--- config.mk ---
export PLATFORM = sky130hd
export DESIGN_NAME = nrisc_prog_loader_flat
export DESIGN_NICKNAME = d
export VERILOG_FILES = /design/src/rtl/nrisc_pkg.sv /design/src/rtl/nrisc_prog_loader_if.sv /design/src/rtl/nrisc_uart_rx.sv /design/src/rtl/nrisc_prog_loader.sv /design/src/flat_wrapper.sv
export SDC_FILE = /design/constraint.sdc
export NUM_CORES = 1
export LEC_CHECK = 0
export CAP_MARGIN = 10
export CORE_UTILIZATION = 40
export DETAILED_ROUTE_END_ITERATION = 6
export PLACE_DENSITY = 0.63
export SETUP_SLACK_MARGIN = 0.02
export SLEW_MARGIN = 20
export SYNTH_ARGS = -nofsm -noshare
export SYNTH_HDL_FRONTEND = slang
export SYNTH_HIERARCHICAL = 1
export SYNTH_SLANG_ARGS = --single-unit
--- constraint.sdc ---
create_clock -name Clock -period 2.3 [get_ports Clock]
set_clock_uncertainty 0.15 [all_clocks]
set_input_delay 0.23 -clock Clock [delete_from_list [all_inputs] [get_ports Clock]]
set_output_delay 0.23 -clock Clock [all_outputs]
set_load 0.02 [all_outputs]
--- src/rtl/nrisc_pkg.sv ---
// -----------------------------------------------------------------------------
// nrisc_pkg
// Shared definitions for the nRisc program loader: instruction memory
// geometry, frame sync marker, and the state types of the framing FSM and
// the UART receiver.
// Ports: none (package).
// -----------------------------------------------------------------------------
package nrisc_pkg;

    localparam int         NRISC_IMEM_DEPTH = 128;
    localparam logic [7:0] NRISC_SYNC_BYTE  = 8'hA5;
    localparam int         NRISC_ADDR_W     = 8;

    // Framing FSM: waiting for sync, expecting length, streaming data,
    // expecting checksum.
    typedef enum logic [1:0] {
        IDLE,
        LEN,
        DATA,
        CSUM
    } loader_state_t;

    // UART receiver bit-level phases.
    typedef enum logic [1:0] {
        RX_IDLE,
        RX_START,
        RX_DATA,
        RX_STOP
    } rx_state_t;

endpackage

--- src/rtl/nrisc_prog_loader_if.sv ---
// -----------------------------------------------------------------------------
// nrisc_prog_loader_if
// Instruction-memory write bus between the program loader (master) and the
// instruction memory (slave).
// Signals:
//   mem_we     write strobe, one cycle per byte
//   mem_addr   byte address
//   mem_wdata  byte to write
// -----------------------------------------------------------------------------
interface nrisc_prog_loader_if;
    import nrisc_pkg::*;

    logic                    mem_we;
    logic [NRISC_ADDR_W-1:0] mem_addr;
    logic [7:0]              mem_wdata;

    modport master (output mem_we, output mem_addr, output mem_wdata);
    modport slave  (input  mem_we, input  mem_addr, input  mem_wdata);

endinterface

--- src/rtl/nrisc_uart_rx.sv ---
// -----------------------------------------------------------------------------
// nrisc_uart_rx
// 8N1 UART receiver. The raw line is brought into the Clock domain through a
// two-flop synchroniser; a start bit is a synchronised 1->0 edge, re-checked
// half a bit later to reject glitches. Data bits (LSB first) and the stop bit
// are each sampled one full bit period after the previous sample.
// Ports:
//   Clock       system clock
//   Reset       asynchronous, active-high
//   rx          serial input, idle high, asynchronous to Clock
//   byte_valid  one-cycle pulse, cycle after a good stop-bit sample
//   byte_data   received byte, valid while byte_valid is high
//   frame_err   one-cycle pulse instead of byte_valid when the stop bit is 0
// -----------------------------------------------------------------------------
module nrisc_uart_rx
    import nrisc_pkg::*;
#(
    parameter int CLKS_PER_BIT = 16
) (
    input  logic       Clock,
    input  logic       Reset,
    input  logic       rx,
    output logic       byte_valid,
    output logic [7:0] byte_data,
    output logic       frame_err
);

    localparam int               CNT_W   = $clog2(CLKS_PER_BIT);
    localparam logic [CNT_W-1:0] HALF_M1 = CNT_W'(CLKS_PER_BIT / 2 - 1);
    localparam logic [CNT_W-1:0] FULL_M1 = CNT_W'(CLKS_PER_BIT - 1);

    logic rx_meta, rx_sync, rx_prev;

    rx_state_t        state, state_next;
    logic [CNT_W-1:0] baud_cnt, baud_cnt_next;
    logic [2:0]       bit_idx, bit_idx_next;
    logic [7:0]       shift, shift_next;
    logic             valid_next, err_next;

    // Synchroniser (rx_meta, rx_sync) plus one history flop for edge detect.
    // The line idles high, so the flops reset high to avoid a false start.
    // NOTE: clocked state uses non-blocking (<=) so every flop samples the
    // pre-edge value of its neighbours; blocking here would collapse the chain.
    always_ff @(posedge Clock or posedge Reset) begin
        if (Reset) begin
            rx_meta <= 1'b1;
            rx_sync <= 1'b1;
            rx_prev <= 1'b1;
        end else begin
            rx_meta <= rx;
            rx_sync <= rx_meta;
            rx_prev <= rx_sync;
        end
    end

    always_ff @(posedge Clock or posedge Reset) begin
        if (Reset) begin
            state      <= RX_IDLE;
            baud_cnt   <= '0;
            bit_idx    <= '0;
            shift      <= '0;
            byte_valid <= 1'b0;
            frame_err  <= 1'b0;
        end else begin
            state      <= state_next;
            baud_cnt   <= baud_cnt_next;
            bit_idx    <= bit_idx_next;
            shift      <= shift_next;
            byte_valid <= valid_next;
            frame_err  <= err_next;
        end
    end

    // NOTE: every signal written below gets a default first; a path that
    // leaves one unassigned would infer a latch.
    always_comb begin
        state_next    = state;
        baud_cnt_next = baud_cnt + 1'b1;
        bit_idx_next  = bit_idx;
        shift_next    = shift;
        valid_next    = 1'b0;
        err_next      = 1'b0;

        unique case (state)
            RX_IDLE: begin
                baud_cnt_next = '0;
                if (rx_prev && !rx_sync) begin
                    state_next = RX_START;
                end
            end
            RX_START: begin
                if (baud_cnt == HALF_M1) begin
                    baud_cnt_next = '0;
                    bit_idx_next  = '0;
                    // Line back high at mid-start: a glitch, not a start bit.
                    state_next    = rx_sync ? RX_IDLE : RX_DATA;
                end
            end
            RX_DATA: begin
                if (baud_cnt == FULL_M1) begin
                    baud_cnt_next = '0;
                    shift_next    = {rx_sync, shift[7:1]};
                    bit_idx_next  = bit_idx + 3'd1;
                    if (bit_idx == 3'd7) begin
                        state_next = RX_STOP;
                    end
                end
            end
            RX_STOP: begin
                if (baud_cnt == FULL_M1) begin
                    state_next = RX_IDLE;
                    valid_next = rx_sync;
                    err_next   = !rx_sync;
                end
            end
            default: state_next = RX_IDLE;
        endcase
    end

    // The shifter is frozen outside RX_DATA, so it is stable during byte_valid.
    assign byte_data = shift;

endmodule

--- src/rtl/nrisc_prog_loader.sv ---
// -----------------------------------------------------------------------------
// nrisc_prog_loader
// Serial program loader for the nRisc instruction memory. Parses frames of
// the form SYNC, LEN, LEN data bytes, CSUM from a UART line, writes the data
// bytes to instruction memory from address 0, and keeps the core in reset
// (cpu_hold) until a frame with a valid checksum completes. A sync byte seen
// while the core runs reasserts cpu_hold and starts a reload.
// Checksum: (sum of data bytes + CSUM) mod 256 must be 0.
// Optional build macro NRISC_LOADER_TIMEOUT_EN: aborts a frame with load_err
// when no byte arrives for 64*CLKS_PER_BIT*10 cycles mid-frame. Without it
// the loader waits indefinitely.
// Ports:
//   Clock      system clock
//   Reset      asynchronous, active-high
//   rx         UART serial input (8N1, idle high)
//   imem       instruction-memory write bus (mem_we, mem_addr, mem_wdata)
//   cpu_hold   1 = core held in reset (ORed into the core's Reset)
//   busy       1 while a frame is in progress
//   load_done  one-cycle pulse on a successful load
//   load_err   sticky error flag, cleared by the next sync byte
// -----------------------------------------------------------------------------
module nrisc_prog_loader
    import nrisc_pkg::*;
#(
    parameter int         CLKS_PER_BIT = 16,
    parameter int         MEM_DEPTH    = NRISC_IMEM_DEPTH,
    parameter logic [7:0] SYNC_BYTE    = NRISC_SYNC_BYTE
) (
    input  logic                Clock,
    input  logic                Reset,
    input  logic                rx,
    nrisc_prog_loader_if.master imem,
    output logic                cpu_hold,
    output logic                busy,
    output logic                load_done,
    output logic                load_err
);

    localparam logic [8:0] MAX_LEN = 9'(MEM_DEPTH);

    logic       byte_valid, frame_err;
    logic [7:0] byte_data;

    nrisc_uart_rx #(
        .CLKS_PER_BIT(CLKS_PER_BIT)
    ) u_rx (
        .Clock      (Clock),
        .Reset      (Reset),
        .rx         (rx),
        .byte_valid (byte_valid),
        .byte_data  (byte_data),
        .frame_err  (frame_err)
    );

    loader_state_t           state, state_next;
    logic [NRISC_ADDR_W-1:0] addr_cnt;
    logic [7:0]              sum;
    logic [7:0]              remain;
    logic [7:0]              csum_total;
    logic                    len_bad;
    logic                    timeout;
    logic                    abort;

    logic start_frame, latch_len, do_write, do_done, set_err;

    assign csum_total = sum + byte_data;
    assign len_bad    = (byte_data == 8'd0) || ({1'b0, byte_data} > MAX_LEN);
    // Errors are only meaningful mid-frame; in IDLE a bad stop bit is noise.
    assign abort      = frame_err || timeout;
    assign busy       = (state != IDLE);

`ifdef NRISC_LOADER_TIMEOUT_EN
    localparam logic [23:0] TIMEOUT_M1 = 24'(64 * CLKS_PER_BIT * 10 - 1);
    logic [23:0] idle_cnt;

    // Counts cycles since the last received byte while a frame is open.
    always_ff @(posedge Clock or posedge Reset) begin
        if (Reset) begin
            idle_cnt <= '0;
        end else if (state == IDLE || byte_valid) begin
            idle_cnt <= '0;
        end else begin
            idle_cnt <= idle_cnt + 24'd1;
        end
    end

    assign timeout = (state != IDLE) && (idle_cnt == TIMEOUT_M1);
`else
    assign timeout = 1'b0;
`endif

    always_ff @(posedge Clock or posedge Reset) begin
        if (Reset) begin
            state <= IDLE;
        end else begin
            state <= state_next;
        end
    end

    always_comb begin
        state_next  = state;
        start_frame = 1'b0;
        latch_len   = 1'b0;
        do_write    = 1'b0;
        do_done     = 1'b0;
        set_err     = 1'b0;

        unique case (state)
            IDLE: begin
                if (byte_valid && byte_data == SYNC_BYTE) begin
                    start_frame = 1'b1;
                    state_next  = LEN;
                end
            end
            LEN: begin
                if (abort) begin
                    set_err    = 1'b1;
                    state_next = IDLE;
                end else if (byte_valid) begin
                    if (len_bad) begin
                        set_err    = 1'b1;
                        state_next = IDLE;
                    end else begin
                        latch_len  = 1'b1;
                        state_next = DATA;
                    end
                end
            end
            DATA: begin
                if (abort) begin
                    set_err    = 1'b1;
                    state_next = IDLE;
                end else if (byte_valid) begin
                    do_write = 1'b1;
                    if (remain == 8'd1) begin
                        state_next = CSUM;
                    end
                end
            end
            CSUM: begin
                if (abort) begin
                    set_err    = 1'b1;
                    state_next = IDLE;
                end else if (byte_valid) begin
                    state_next = IDLE;
                    if (csum_total == 8'd0) begin
                        do_done = 1'b1;
                    end else begin
                        set_err = 1'b1;
                    end
                end
            end
            default: state_next = IDLE;
        endcase
    end

    // Registered datapath: every action decided in the byte_valid cycle shows
    // on the outputs one cycle later.
    always_ff @(posedge Clock or posedge Reset) begin
        if (Reset) begin
            imem.mem_we    <= 1'b0;
            imem.mem_addr  <= '0;
            imem.mem_wdata <= '0;
            cpu_hold       <= 1'b1;
            load_done      <= 1'b0;
            load_err       <= 1'b0;
            addr_cnt       <= '0;
            sum            <= '0;
            remain         <= '0;
        end else begin
            imem.mem_we <= do_write;
            load_done   <= do_done;

            if (start_frame) begin
                cpu_hold <= 1'b1;
                load_err <= 1'b0;
                sum      <= '0;
                addr_cnt <= '0;
            end
            if (set_err) begin
                load_err <= 1'b1;
            end
            if (do_done) begin
                cpu_hold <= 1'b0;
            end
            if (latch_len) begin
                remain <= byte_data;
            end
            if (do_write) begin
                imem.mem_addr  <= addr_cnt;
                imem.mem_wdata <= byte_data;
                addr_cnt       <= addr_cnt + 1'b1;
                sum            <= sum + byte_data;
                remain         <= remain - 8'd1;
            end
        end
    end

endmodule

--- src/flat_wrapper.sv ---
// flat-port wrapper written by rule: the top's interface ports become plain ports
module nrisc_prog_loader_flat import nrisc_pkg::*;
#(
    parameter int         CLKS_PER_BIT = 16,
    parameter int         MEM_DEPTH    = NRISC_IMEM_DEPTH,
    parameter logic [7:0] SYNC_BYTE    = NRISC_SYNC_BYTE
)
  (Clock, Reset, rx, cpu_hold, busy, load_done, load_err, imem_mem_we, imem_mem_addr, imem_mem_wdata);
  nrisc_prog_loader_if imem_i ();
  input  logic Clock;
  input  logic Reset;
  input  logic rx;
  output logic cpu_hold;
  output logic busy;
  output logic load_done;
  output logic load_err;
  output wire logic [$bits(imem_i.mem_we)-1:0] imem_mem_we;
  output wire logic [$bits(imem_i.mem_addr)-1:0] imem_mem_addr;
  output wire logic [$bits(imem_i.mem_wdata)-1:0] imem_mem_wdata;
  assign imem_mem_we = imem_i.mem_we;
  assign imem_mem_addr = imem_i.mem_addr;
  assign imem_mem_wdata = imem_i.mem_wdata;
  nrisc_prog_loader #(.CLKS_PER_BIT(CLKS_PER_BIT), .MEM_DEPTH(MEM_DEPTH), .SYNC_BYTE(SYNC_BYTE)) u_core (.Clock(Clock), .Reset(Reset), .rx(rx), .imem(imem_i), .cpu_hold(cpu_hold), .busy(busy), .load_done(load_done), .load_err(load_err));
endmodule
==> metrics.txt <==
gr usage total=19.3%; Slew Viols, Final=0; Synth Area in XOR/XNOR=2.53%; largest net degree at the start of global routing=33; simple-gate portion of the synthesized area=23.5%; number of global-route vias before repair=2641; core area=0.00830 mm^2; clk sink count=68; post-route ant nets=0; first-pass GRT wire length=13000 um; Routed wire per std cell=15.4 um; ys flop type=dfrtp_1; Startpoint Class=flip-flop; Worst EP arrival=2.36 ns; max cap viols=0; GR peak layer=met2; H-tree Lvls=3; status=finished clean; relative slew slack=52.0%; Mapped Area=0.00346 mm^2; Synth Warn #=6; hold buffer count at cts=0; DRT Wirelength=7720 um; Syn-to-layout area delta=20.9%; Mapped Cells=348; Iteration-0 DRC Markers=157; share of layout cells above drive strength 1=18.7%; Root Buffer=clkbuf_8; async set or reset register ratio after synthesis=100%; Yosys cell types=64; DRT Pass-1 Iters=4; setup TNS=0 ns; final instance area=0.00418 mm^2; number of flops mapped to enable cells by yosys=0; Pwr Density=609 mW/mm^2; clock slew at reported path FFs=0.07 ns; grt total ovfl=0; largest area contributor in the netlist=dfrtp_1; Leak=0.00199 uW; Synth area leaders=dfrtp_1 46%, nand2_1 7.3%, ha_1 4.7%; share of the synthesized area in the top cell type=46.3%; clk_lat worst skew=0.33 ns; Top-Level Pins=24; non-filler cells, final=501; RSZ-0062 raised after global routing=yes; largest family of logic cells by synthesized area=simple AND/OR/NAND/NOR gates; Compound-Gate Fraction of Synth Area=13.9%; met2 Usage GRT=30.6%; min Tclk post-route=2.29 ns; Worst setup EP type=flip-flop; synthesized net count=365; Final Hold Viols=0; VDD IR max=435 uV; adder-cell share of the synthesized area=5.29%; crit share post-route=99.5%; Synth Area per Inst=9.93 um^2; worst hold slack=0.0959 ns; Slew @ Worst Pin=0.719 ns; M1 GR Usage=25.3%; routability-driven placement congestion ratio=0.840; HPWL Detailed=5210 um; Fmax=0.437 GHz; sequential cell area fraction in the yosys report=49.4%; CP Max Fanout=3; vias per inst=5.49; Setup violations, final=0; placed insts=483; dpl cell area=0.00393 mm^2; Initial Utilization=41.6%; CP Class=flip-flop to flip-flop; met3 Resource Use GR=3.54%; TritonCTS Buffers=9; mux contribution to synthesized area=2.90%; clk buf depth=2; Port Buf Inserts=23; CTS tree=yes; initial antenna violation count=0; Tightest Hold Check Type=input port to async pin; Yosys reg bits=68; nets@finish=409; Die Height=95.0 um; WP data required=2.37 ns; DR vias=2752; antenna cells=0; DIE WIDTH=95.0 um; DR DRC count=0; # rows=33; die area=0.00902 mm^2
==> worst max-delay path, stage by stage, from the launching register on <==
cell      delay [ns]
dfrtp_1         0.38
ha_2            0.20
fa_2            0.35
a211o_1         0.32
and3_4          0.21
o311ai_4        0.31
and4b_1         0.25
==> cell families (layout without fill, tap and decap cells) <==
logic type	after synthesis	in the layout
flops	68	68
compound gates	70	70
xor+xnor	10	10
simple gates	157	157
buf+inv	20	68
mux	9	9
fa+ha+maj	14	14
==> metrics by stage <==
stage	util (%)	worst slack, ns	power (uW)
after global routing	50.3	-0.0750	2700
after detailed placement	47.3	-0.0259	1620
final	50.3	0.0112	2540
after floorplan	-	0.0429	1570
after CTS	49.9	-0.0199	2580
after global placement	47.3	0.0278	1610
==> state kept, by name, summed over array words and instances (netlist names), named ones only <==
register	cells
u_core/imem.mem_wdata	8
u_core/u_rx/rx_meta	1
u_core/u_rx/rx_sync	1
u_core/sum	8
u_core/u_rx/frame_err	1
u_core/load_done	1
u_core/u_rx/bit_idx	3
u_core/load_err	1
u_core/u_rx/baud_cnt	4
u_core/addr_cnt	8
u_core/u_rx/byte_data	8
u_core/remain	8
u_core/u_rx/state	1
u_core/cpu_hold	1
u_core/u_rx/rx_prev	1
u_core/state	2
u_core/imem.mem_addr	8
u_core/u_rx/byte_valid	1
u_core/imem.mem_we	1
==> synth_stat cells (5+ instances only) <==
master    count
o21ai_1      11
o21ai_0       9
xor2_1        5
mux2_2        8
ha_1         13
a22o_1        6
clkbuf_1      6
a21oi_1      12
nand3_1      14
inv_1         9
nor2_1       18
nand2_1      67
nor3_1        7
nand2b_1      7
dfrtp_1      64
xnor2_1       5
nand4_1       6
==> cell type report <==
class / count / area, um^2
clock buffer: 13 / 149
clock inverter: 2 / 35.0
fill: 765 / 4120
inverter: 10 / 37.5
multi-input combinational: 260 / 1720
sequential: 68 / 1710
tap: 105 / 131
timing repair buffer: 43 / 393
==> metal layers <==
layer  wire (um)  share of wire [%]
met1        3550                 46
met2        3740                 48
met3         254                3.3
met4         170                2.2
met5           0                  0
==> layout by cell type (no fill, tap or decap), types with 8 or more instances in the layout <==
master            n
a21oi_1          10
buf_4            19
clkbuf_8         10
clkdlybuf4s50_1  23
dfrtp_1          63
ha_1             12
inv_1             8
mux2_2            8
nand2_1          67
nand3_1          14
nor2_1           17
o21ai_0           8
o21ai_1          11
==> final timing paths <==
check	start	end	depth (start not counted)	slack [ns]
max in group asynchronous	Reset	u_core/remain[3]	3	1.39
hold / removal	Reset	u_core/remain[6]	2	0.1
hold reg to reg	u_core/u_rx/rx_meta	u_core/u_rx/rx_sync	0	0.21
min in group Clock	rx	u_core/u_rx/rx_meta	1	0.15
setup reg to reg	u_core/u_rx/byte_data[0]	u_core/load_done	6	0.01
setup / recovery	u_core/u_rx/byte_data[0]	u_core/load_done	6	0.01
==> repair_timing <==
item	4_1_cts	5_1_grt
setup endpoints to repair	3	4
pin swaps	2	4
gates cloned	0	0
setup buffers	0	3
gates resized for setup	6	4
==> where the power goes <==
part	leakage, uW	internal [uW]	switching, uW
Clock	0.0000935	525	427
Combinational	0.000976	111	133
Sequential	0.000923	1260	92.6
Total	0.00199	1890	653
No activity file was read; power rests on OpenSTA's default activity.
